--- src/rtl/regfile_arb_pkg.sv ---
// -----------------------------------------------------------------------------
// regfile_arb_pkg
// Shared types and constants for the two-requester register-file arbiter.
//   NREQ        : number of requesters (fixed at 2)
//   arb_state_e : ownership state (IDLE, LOCK0, LOCK1)
//   req_id_t    : requester index
//   req_onehot  : requester index -> one-hot grant vector
// -----------------------------------------------------------------------------
package regfile_arb_pkg;

  localparam int NREQ = 2;

  typedef enum logic [1:0] {
    IDLE  = 2'd0,
    LOCK0 = 2'd1,
    LOCK1 = 2'd2
  } arb_state_e;

  typedef logic req_id_t;

  function automatic logic [NREQ-1:0] req_onehot(input req_id_t id);
    return id ? 2'b10 : 2'b01;
  endfunction

endpackage

--- src/rtl/regfile_arbiter_if.sv ---
// -----------------------------------------------------------------------------
// regfile_arbiter_if
// Requester-side bus of regfile_arbiter: per-requester request channel plus
// the shared tagged read-response channel.
//   req_valid/req_ready [NREQ]   : handshake, transfer = valid && ready
//   req_we, req_lock    [NREQ]   : write/read-pair select, keep ownership
//   req_ra1/ra2/wa      [NREQ]   : addresses
//   req_wd              [NREQ]   : write data
//   rsp_valid, rsp_id            : read response strobe and issuing requester
//   rsp_rd1, rsp_rd2             : read data
// Modports: master = requesters, slave = arbiter.
// -----------------------------------------------------------------------------
interface regfile_arbiter_if
  import regfile_arb_pkg::*;
#(
  parameter int RWIDTH = 6,
  parameter int DWIDTH = 32
);

  logic [NREQ-1:0]             req_valid;
  logic [NREQ-1:0]             req_ready;
  logic [NREQ-1:0]             req_we;
  logic [NREQ-1:0]             req_lock;
  logic [NREQ-1:0][RWIDTH-1:0] req_ra1;
  logic [NREQ-1:0][RWIDTH-1:0] req_ra2;
  logic [NREQ-1:0][RWIDTH-1:0] req_wa;
  logic [NREQ-1:0][DWIDTH-1:0] req_wd;

  logic                        rsp_valid;
  req_id_t                     rsp_id;
  logic [DWIDTH-1:0]           rsp_rd1;
  logic [DWIDTH-1:0]           rsp_rd2;

  modport master (
    output req_valid, req_we, req_lock, req_ra1, req_ra2, req_wa, req_wd,
    input  req_ready, rsp_valid, rsp_id, rsp_rd1, rsp_rd2
  );

  modport slave (
    input  req_valid, req_we, req_lock, req_ra1, req_ra2, req_wa, req_wd,
    output req_ready, rsp_valid, rsp_id, rsp_rd1, rsp_rd2
  );

endinterface

--- src/rtl/regfile_arb_rr2.sv ---
// -----------------------------------------------------------------------------
// regfile_arb_rr2
// Two-way round-robin grant. A requester is eligible when valid and not masked
// off; with both eligible the priority pointer decides. After every grant the
// pointer moves to the other requester.
//   clk, rst  : clock, synchronous active-high reset (pointer -> requester 0)
//   valid     : request present per requester
//   mask      : 1 = requester may be granted this cycle
//   grant     : one-hot grant (combinational)
//   gnt_id    : index of the granted requester (meaningful when |grant)
// -----------------------------------------------------------------------------
module regfile_arb_rr2
  import regfile_arb_pkg::*;
(
  input  logic            clk,
  input  logic            rst,
  input  logic [NREQ-1:0] valid,
  input  logic [NREQ-1:0] mask,
  output logic [NREQ-1:0] grant,
  output req_id_t         gnt_id
);

  req_id_t         ptr_q;
  logic [NREQ-1:0] eligible;

  assign eligible = valid & mask;

  // NOTE: every variable driven here gets a default first so no path leaves
  // it unassigned, which would otherwise infer a latch.
  always_comb begin
    gnt_id = 1'b0;
    grant  = '0;
    unique case (eligible)
      2'b01:   gnt_id = 1'b0;
      2'b10:   gnt_id = 1'b1;
      2'b11:   gnt_id = ptr_q;
      default: gnt_id = 1'b0;
    endcase
    if (eligible != '0) grant = req_onehot(gnt_id);
  end

  // NOTE: clocked state uses non-blocking assignments so all registers see
  // pre-edge values, independent of block evaluation order.
  always_ff @(posedge clk) begin
    if (rst)           ptr_q <= 1'b0;
    else if (|grant)   ptr_q <= ~gnt_id;
  end

endmodule

--- src/rtl/regfile_arbiter.sv ---
// -----------------------------------------------------------------------------
// regfile_arbiter
// Serialises read-pair and write requests from two masters onto the single
// access slot of a register file with registered read data. Round-robin
// fairness, optional ownership lock for read-modify-write, tagged response
// one cycle after a read is issued.
//   clk, rst        : clock, synchronous active-high reset
//   bus (slave)     : requester channels and read response
//   rf_ra1/ra2/wa   : addresses to the register file
//   rf_wd, rf_we    : write data / enable to the register file
//   rf_rd1, rf_rd2  : registered read data from the register file
// Build option: REGFILE_ARB_R0_ZERO_EN makes register 0 read as zero and
// silently drops writes to it (the write is still accepted).
// -----------------------------------------------------------------------------
module regfile_arbiter
  import regfile_arb_pkg::*;
#(
  parameter int RWIDTH = 6,
  parameter int DWIDTH = 32
) (
  input  logic              clk,
  input  logic              rst,
  regfile_arbiter_if.slave  bus,
  output logic [RWIDTH-1:0] rf_ra1,
  output logic [RWIDTH-1:0] rf_ra2,
  output logic [RWIDTH-1:0] rf_wa,
  output logic [DWIDTH-1:0] rf_wd,
  output logic              rf_we,
  input  logic [DWIDTH-1:0] rf_rd1,
  input  logic [DWIDTH-1:0] rf_rd2
);

`ifdef REGFILE_ARB_R0_ZERO_EN
  localparam bit R0_ZERO = 1'b1;
`else
  localparam bit R0_ZERO = 1'b0;
`endif

  arb_state_e      state_q, state_d;
  logic [NREQ-1:0] mask;
  logic [NREQ-1:0] grant;
  req_id_t         gnt_id;
  logic            xfer;
  logic            wr_r0;

  logic            rsp_valid_q;
  req_id_t         rsp_id_q;
  logic            rsp_z1_q, rsp_z2_q;

  // A locked state admits only its owner; nothing is granted while in reset
  // so no write can slip into the regfile and no response is lost.
  always_comb begin
    mask = 2'b11;
    unique case (state_q)
      LOCK0:   mask = 2'b01;
      LOCK1:   mask = 2'b10;
      default: mask = 2'b11;
    endcase
    if (rst) mask = 2'b00;
  end

  regfile_arb_rr2 u_rr2 (
    .clk    (clk),
    .rst    (rst),
    .valid  (bus.req_valid),
    .mask   (mask),
    .grant  (grant),
    .gnt_id (gnt_id)
  );

  assign xfer          = |grant;
  assign bus.req_ready = grant;

  // Ownership: a transfer with lock held moves to (or stays in) the owner's
  // lock state; a transfer without lock returns to IDLE. No transfer: hold.
  always_comb begin
    state_d = state_q;
    if (xfer) begin
      if (bus.req_lock[gnt_id]) state_d = gnt_id ? LOCK1 : LOCK0;
      else                      state_d = IDLE;
    end
  end

  always_ff @(posedge clk) begin
    if (rst) state_q <= IDLE;
    else     state_q <= state_d;
  end

  assign wr_r0 = R0_ZERO && (bus.req_wa[gnt_id] == '0);

  // Granted request steers the regfile port; idle cycles drive zeros.
  always_comb begin
    rf_ra1 = '0;
    rf_ra2 = '0;
    rf_wa  = '0;
    rf_wd  = '0;
    rf_we  = 1'b0;
    if (xfer) begin
      rf_ra1 = bus.req_ra1[gnt_id];
      rf_ra2 = bus.req_ra2[gnt_id];
      rf_wa  = bus.req_wa[gnt_id];
      rf_wd  = bus.req_wd[gnt_id];
      rf_we  = bus.req_we[gnt_id] & ~wr_r0;
    end
  end

  // Response tag tracks the regfile's one-cycle read register. The zero flags
  // remember whether each read address was register 0 so its data can be
  // masked when the response is presented.
  always_ff @(posedge clk) begin
    if (rst) begin
      rsp_valid_q <= 1'b0;
      rsp_id_q    <= 1'b0;
      rsp_z1_q    <= 1'b0;
      rsp_z2_q    <= 1'b0;
    end else begin
      rsp_valid_q <= xfer && !bus.req_we[gnt_id];
      if (xfer) begin
        rsp_id_q <= gnt_id;
        rsp_z1_q <= R0_ZERO && (rf_ra1 == '0);
        rsp_z2_q <= R0_ZERO && (rf_ra2 == '0);
      end
    end
  end

  assign bus.rsp_valid = rsp_valid_q;
  assign bus.rsp_id    = rsp_id_q;
  assign bus.rsp_rd1   = (rsp_valid_q && !rsp_z1_q) ? rf_rd1 : '0;
  assign bus.rsp_rd2   = (rsp_valid_q && !rsp_z2_q) ? rf_rd2 : '0;

endmodule

--- src/flat_wrapper.sv ---
// flat-port wrapper written by rule: the top's interface ports become plain ports
module regfile_arbiter_flat import regfile_arb_pkg::*;
#(
  parameter int RWIDTH = 6,
  parameter int DWIDTH = 32
)
  (clk, rst, rf_ra1, rf_ra2, rf_wa, rf_wd, rf_we, rf_rd1, rf_rd2, bus_req_valid, bus_req_we, bus_req_lock, bus_req_ra1, bus_req_ra2, bus_req_wa, bus_req_wd, bus_req_ready, bus_rsp_valid, bus_rsp_id, bus_rsp_rd1, bus_rsp_rd2);
  regfile_arbiter_if #(.RWIDTH(RWIDTH), .DWIDTH(DWIDTH)) bus_i ();
  input  logic clk;
  input  logic rst;
  output logic [RWIDTH-1:0] rf_ra1;
  output logic [RWIDTH-1:0] rf_ra2;
  output logic [RWIDTH-1:0] rf_wa;
  output logic [DWIDTH-1:0] rf_wd;
  output logic rf_we;
  input  logic [DWIDTH-1:0] rf_rd1;
  input  logic [DWIDTH-1:0] rf_rd2;
  input wire logic [$bits(bus_i.req_valid)-1:0] bus_req_valid;
  input wire logic [$bits(bus_i.req_we)-1:0] bus_req_we;
  input wire logic [$bits(bus_i.req_lock)-1:0] bus_req_lock;
  input wire logic [$bits(bus_i.req_ra1)-1:0] bus_req_ra1;
  input wire logic [$bits(bus_i.req_ra2)-1:0] bus_req_ra2;
  input wire logic [$bits(bus_i.req_wa)-1:0] bus_req_wa;
  input wire logic [$bits(bus_i.req_wd)-1:0] bus_req_wd;
  output wire logic [$bits(bus_i.req_ready)-1:0] bus_req_ready;
  output wire logic [$bits(bus_i.rsp_valid)-1:0] bus_rsp_valid;
  output wire logic [$bits(bus_i.rsp_id)-1:0] bus_rsp_id;
  output wire logic [$bits(bus_i.rsp_rd1)-1:0] bus_rsp_rd1;
  output wire logic [$bits(bus_i.rsp_rd2)-1:0] bus_rsp_rd2;
  assign bus_i.req_valid = bus_req_valid;
  assign bus_i.req_we = bus_req_we;
  assign bus_i.req_lock = bus_req_lock;
  assign bus_i.req_ra1 = bus_req_ra1;
  assign bus_i.req_ra2 = bus_req_ra2;
  assign bus_i.req_wa = bus_req_wa;
  assign bus_i.req_wd = bus_req_wd;
  assign bus_req_ready = bus_i.req_ready;
  assign bus_rsp_valid = bus_i.rsp_valid;
  assign bus_rsp_id = bus_i.rsp_id;
  assign bus_rsp_rd1 = bus_i.rsp_rd1;
  assign bus_rsp_rd2 = bus_i.rsp_rd2;
  regfile_arbiter #(.RWIDTH(RWIDTH), .DWIDTH(DWIDTH)) u_core (.clk(clk), .rst(rst), .bus(bus_i), .rf_ra1(rf_ra1), .rf_ra2(rf_ra2), .rf_wa(rf_wa), .rf_wd(rf_wd), .rf_we(rf_we), .rf_rd1(rf_rd1), .rf_rd2(rf_rd2));
endmodule
--- config.mk ---
export PLATFORM = sky130hd
export DESIGN_NAME = regfile_arbiter_flat
export DESIGN_NICKNAME = d
export VERILOG_FILES = /design/src/rtl/regfile_arb_pkg.sv /design/src/rtl/regfile_arbiter_if.sv /design/src/rtl/regfile_arb_rr2.sv /design/src/rtl/regfile_arbiter.sv /design/src/flat_wrapper.sv
export SDC_FILE = /design/constraint.sdc
export NUM_CORES = 1
export LEC_CHECK = 0
export BUFFER_PORTS_ARGS = -buffer_cell sky130_fd_sc_hd__buf_2
export CORE_AREA = 4 4 111 113
export CTS_BUF_LIST = sky130_fd_sc_hd__clkbuf_2 sky130_fd_sc_hd__clkbuf_4 sky130_fd_sc_hd__clkbuf_8
export DETAILED_ROUTE_END_ITERATION = 12
export DIE_AREA = 0 0 115 117
export PLACE_DENSITY = 0.47
export SLEW_MARGIN = 20
export SYNTH_ARGS = -nofsm -noshare
export SYNTH_HDL_FRONTEND = slang
export SYNTH_HIERARCHICAL = 1
export SYNTH_SLANG_ARGS = --single-unit
--- constraint.sdc ---
create_clock -name clk -period 1.5 [get_ports clk]
set_input_delay 0.15 -clock clk [delete_from_list [all_inputs] [get_ports clk]]
set_output_delay 0.15 -clock clk [all_outputs]
set_load 0.01 [all_outputs]
==> results.py <==
metrics = {
    "grt": {
        "grt_overflow": 0,
        "vias_in_the_first_global_route": 2510,
        "groute.usage.overall": 0.1184,
        "first_pass_grt_wire_length_mm": 12.50,
        "antenna_found_initial": 2,
        "grt_start_max_net_pins": 66,
    },
    "setup_path": {
        "critical_path.slowest_cell": "dfxtp_4",
        "worstPathBufferInverterCount": 3,
        "cpLargestDelayFamily": "buffers and inverters",
        "critPathMaxFanout": 33,
        "worstSetupStartpointType": "register",
        "critPathKind": "register to output port",
        "crit_start": "u_core/state_q[0]",
        "cell_by_cell_listing_of_the_critical_path": "inv_2, a21oi_4, nand2_4, o211a_4, nor2_4, buf_12, nor2_1, buf_2",
        "timing.rr.start": "u_core/state_q[0]",
        "cp_data_required_time_ns": 1.35,
        "end_kind": "output port",
        "cp_data_arrival_time_ns": 1.74,
        "cpPeakStageDelay_ns": 0.36,
    },
    "drt": {
        "antenna_violation_net_count_after_detailed_routing": 0,
        "total_via_count_in_the_routed_design": 2588,
        "detail_route.first_pass.iterations": 4,
        "detail_route.wirelength_mm": 9.331,
        "initialDrtViolationCount": 54,
        "viasPerCell": 3.975,
        "wl_per_cell_microns": 14.33,
        "drc_violations": 0,
    },
    "die": {
        "row_count": 39,
        "area_inside_the_core_boundary_sq_um": 11320,
        "die_w_microns": 115,
        "chipHeight_microns": 117,
        "boundaryPins": 291,
        "floorplan.initialDensity": 0.1262,
        "dieArea_sq_um": 13460,
    },
    "timing": {
        "slew_headroom": 0.8253,
        "grt_setup_unrepaired": "true",
        "fin_ws_ns": -0.3926,
        "finalCritPeriodShare": 1.262,
        "max_freq_mhz": 528.4,
        "report.final.hold_viol_count": 0,
        "timing_worst_slew_pin_value_ns": 0.2593,
        "layout_min_cycle_time_ns": 1.893,
        "slew_viol_final": 0,
        "hold_ws_ns": 0.2123,
        "finClkSkew_ns": 0.0004147,
        "final-setup-viol-count": 56,
    },
    "layout": {
        "nFillCells": 1241,
        "layout.core_utilization": 0.2968,
        "design.final.nets": 681,
        "final_layout_size_suffix_gt1_frac": 0.6555,
        "finalInstanceArea_sq_um": 3359,
        "register_area_sq_um": 105.1,
        "diodes_inserted": 0,
        "multi_input_area_sq_um": 1329,
        "finish.cell_count_without_fillers": 651,
        "synthesis_to_layout_area_growth_pct": 135.1,
    },
    "placement": {
        "place_congestion": 0.8200,
        "io_buffers": 290,
        "dp.final_hpwl_mm": 8.378,
        "place_inst": 642,
        "dpl_cell_area_sq_um": 3192,
    },
    "logic_synthesis": {
        "ys_dominant_reg_cell": "dfxtp_1",
        "netlist_top_cells_area": "mux2i_1 36%, and2_1 28%, nor2_1 14%, dfxtp_1 7.0%, buf_4 2.6%",
        "yosysMostFrequentCell": "and2_1",
        "synth_seq_area_share": 0.07005,
        "post_synth_top_area_share": 0.3573,
        "yosys.area_share.xor_xnor": 0,
        "postSynthAreaPerCell_sq_um": 6.772,
        "synth-adder-area-share": 0,
        "synthMuxAreaShare": 0.3573,
        "syn_area_sq_um": 1429,
        "synth_common_cells": "64 x and2_1, 52 x nor2_1, 51 x mux2i_1",
        "synth_top_family_by_area": "simple AND/OR/NAND/NOR gates",
        "synth_compound_area_frac": 0.05429,
        "ys_seq_elements": 5,
        "yosysWarningCount": 6,
        "synth_nets": 383,
        "synth-edff-count": 0,
        "yosysUniqueCellTypes": 18,
        "synth_async_sr_flop_share": 0,
        "yosysTopAreaCell": "mux2i_1",
        "synth_cells": 211,
        "synth-simple-area-share": 0.4387,
    },
    "clocking": {
        "cts_tree": "built",
        "clockRootBuffer": "clkbuf_8",
        "clkSinkCount": 5,
        "worst_skew_pair.late_latency_ns": 0.22,
        "cts_buffers": 3,
        "h-tree-depth": 1,
        "cts.reportedPaths.clkPinSlew_ns": 0.04,
        "ctsLongestPathBuffers": 2,
        "hold_buffers": 0,
    },
    "worst_hold_path": {
        "tightest_hold_check_type": "input port to register",
        "worst_hold_startpoint": "rst",
    },
    "outcome": {
        "run_status": "complete, but fails checks",
        "violations": "negative setup slack",
    },
    "job": {
        "max_cap_viol_count": 0,
    },
    "pwr": {
        "irDropWorstVdd_uv": 222.5,
        "power.leakage_nw": 1.992,
        "power_per_cell_area_nw_per_um2": 397.9,
        "report.power.total_mw": 1.337,
    },
}
[cell usage in the layout (no fill, tap or decap), types with 2 or more instances in the layout]
cell,count
clkbuf_8,3
mux2i_1,49
nor2_1,46
buf_12,4
and2_1,64
buf_2,288
a21oi_4,2
buf_4,12
dfxtp_1,3
o211a_4,3
a21oi_1,4
buf_6,7
nor2_2,5
nand2_1,3
[repair_timing]
item,in CTS,in global routing
buffers inserted,2,2
pin swaps,0,3
endpoints found under the setup margin,56,57
gates resized for setup,7,9
cloned,1,0
[power breakdown]
group	leakage, nW	switching [mW]	internal [mW]	total, mW
Sequential	0.0421	0.00873	0.140	0.149
Clock	0.0262	0.0687	0.201	0.269
Combinational	1.92	0.432	0.486	0.918
[cells by family (layout without fill, tap and decap cells)]
logic type | count (synthesis) | after routing
buffers and inverters | 21 | 317
muxes | 51 | 51
and+or+nand+nor | 122 | 122
AOI/OAI and AO/OA | 12 | 13
DFF | 5 | 5
[state kept, by name, summed over array words and instances, names as in the netlist]
signal and cells:
u_core/u_rr2/ptr_q 1, u_core/bus.rsp_id 1, u_core/state_q 2, u_core/bus.rsp_valid 1
[worst paths after layout]
kind                                      endpoint  slack, ns  cells past startpoint
worst min-delay path            u_core/u_rr2/ptr_q       0.21                      2
worst min register to register   u_core/bus.rsp_id       0.46                      2
worst max-delay path                     rf_wd[16]      -0.39                      8
worst max register to register   u_core/state_q[0]      -0.15                      8
[layer usage]
metal | up-vias | wire length (microns) | track usage
met5 | - | 27 | 0
met3 | 8 | 1128 | 0.02879
met2 | 170 | 5110 | 0.2438
met1 | 1119 | 2999 | 0.1187
met4 | 4 | 65 | 0.02426
li1 | 1287 | - | -
[cell type report]
class / count / share of cell area
Multi-Input combinational cell: 186 / 0.3955
Sequential cell: 5 / 0.03128
Tap cell: 143 / 0.05326
Clock buffer: 4 / 0.01453
Timing Repair Buffer: 311 / 0.5032
Inverter: 2 / 0.002235
[stage by stage]
step                TNS (ns)  worst slack [ns]
floorplan             -2.661          -0.05699
global placement      -7.497           -0.2456
detailed placement    -8.320           -0.2347
CTS                   -21.37           -0.4405
global route          -24.23           -0.4934
finish                -18.77           -0.3926
[worst reg2reg max path, cell delays in order (launching register included)]
cell	delay (ns)
dfxtp_4	0.36
inv_2	0.04
a21oi_4	0.15
nand2_4	0.09
buf_4	0.14
a31oi_4	0.19
nor2_4	0.09
or3b_1	0.38
a21oi_1	0.13
Power figures use the tool's default switching activity.
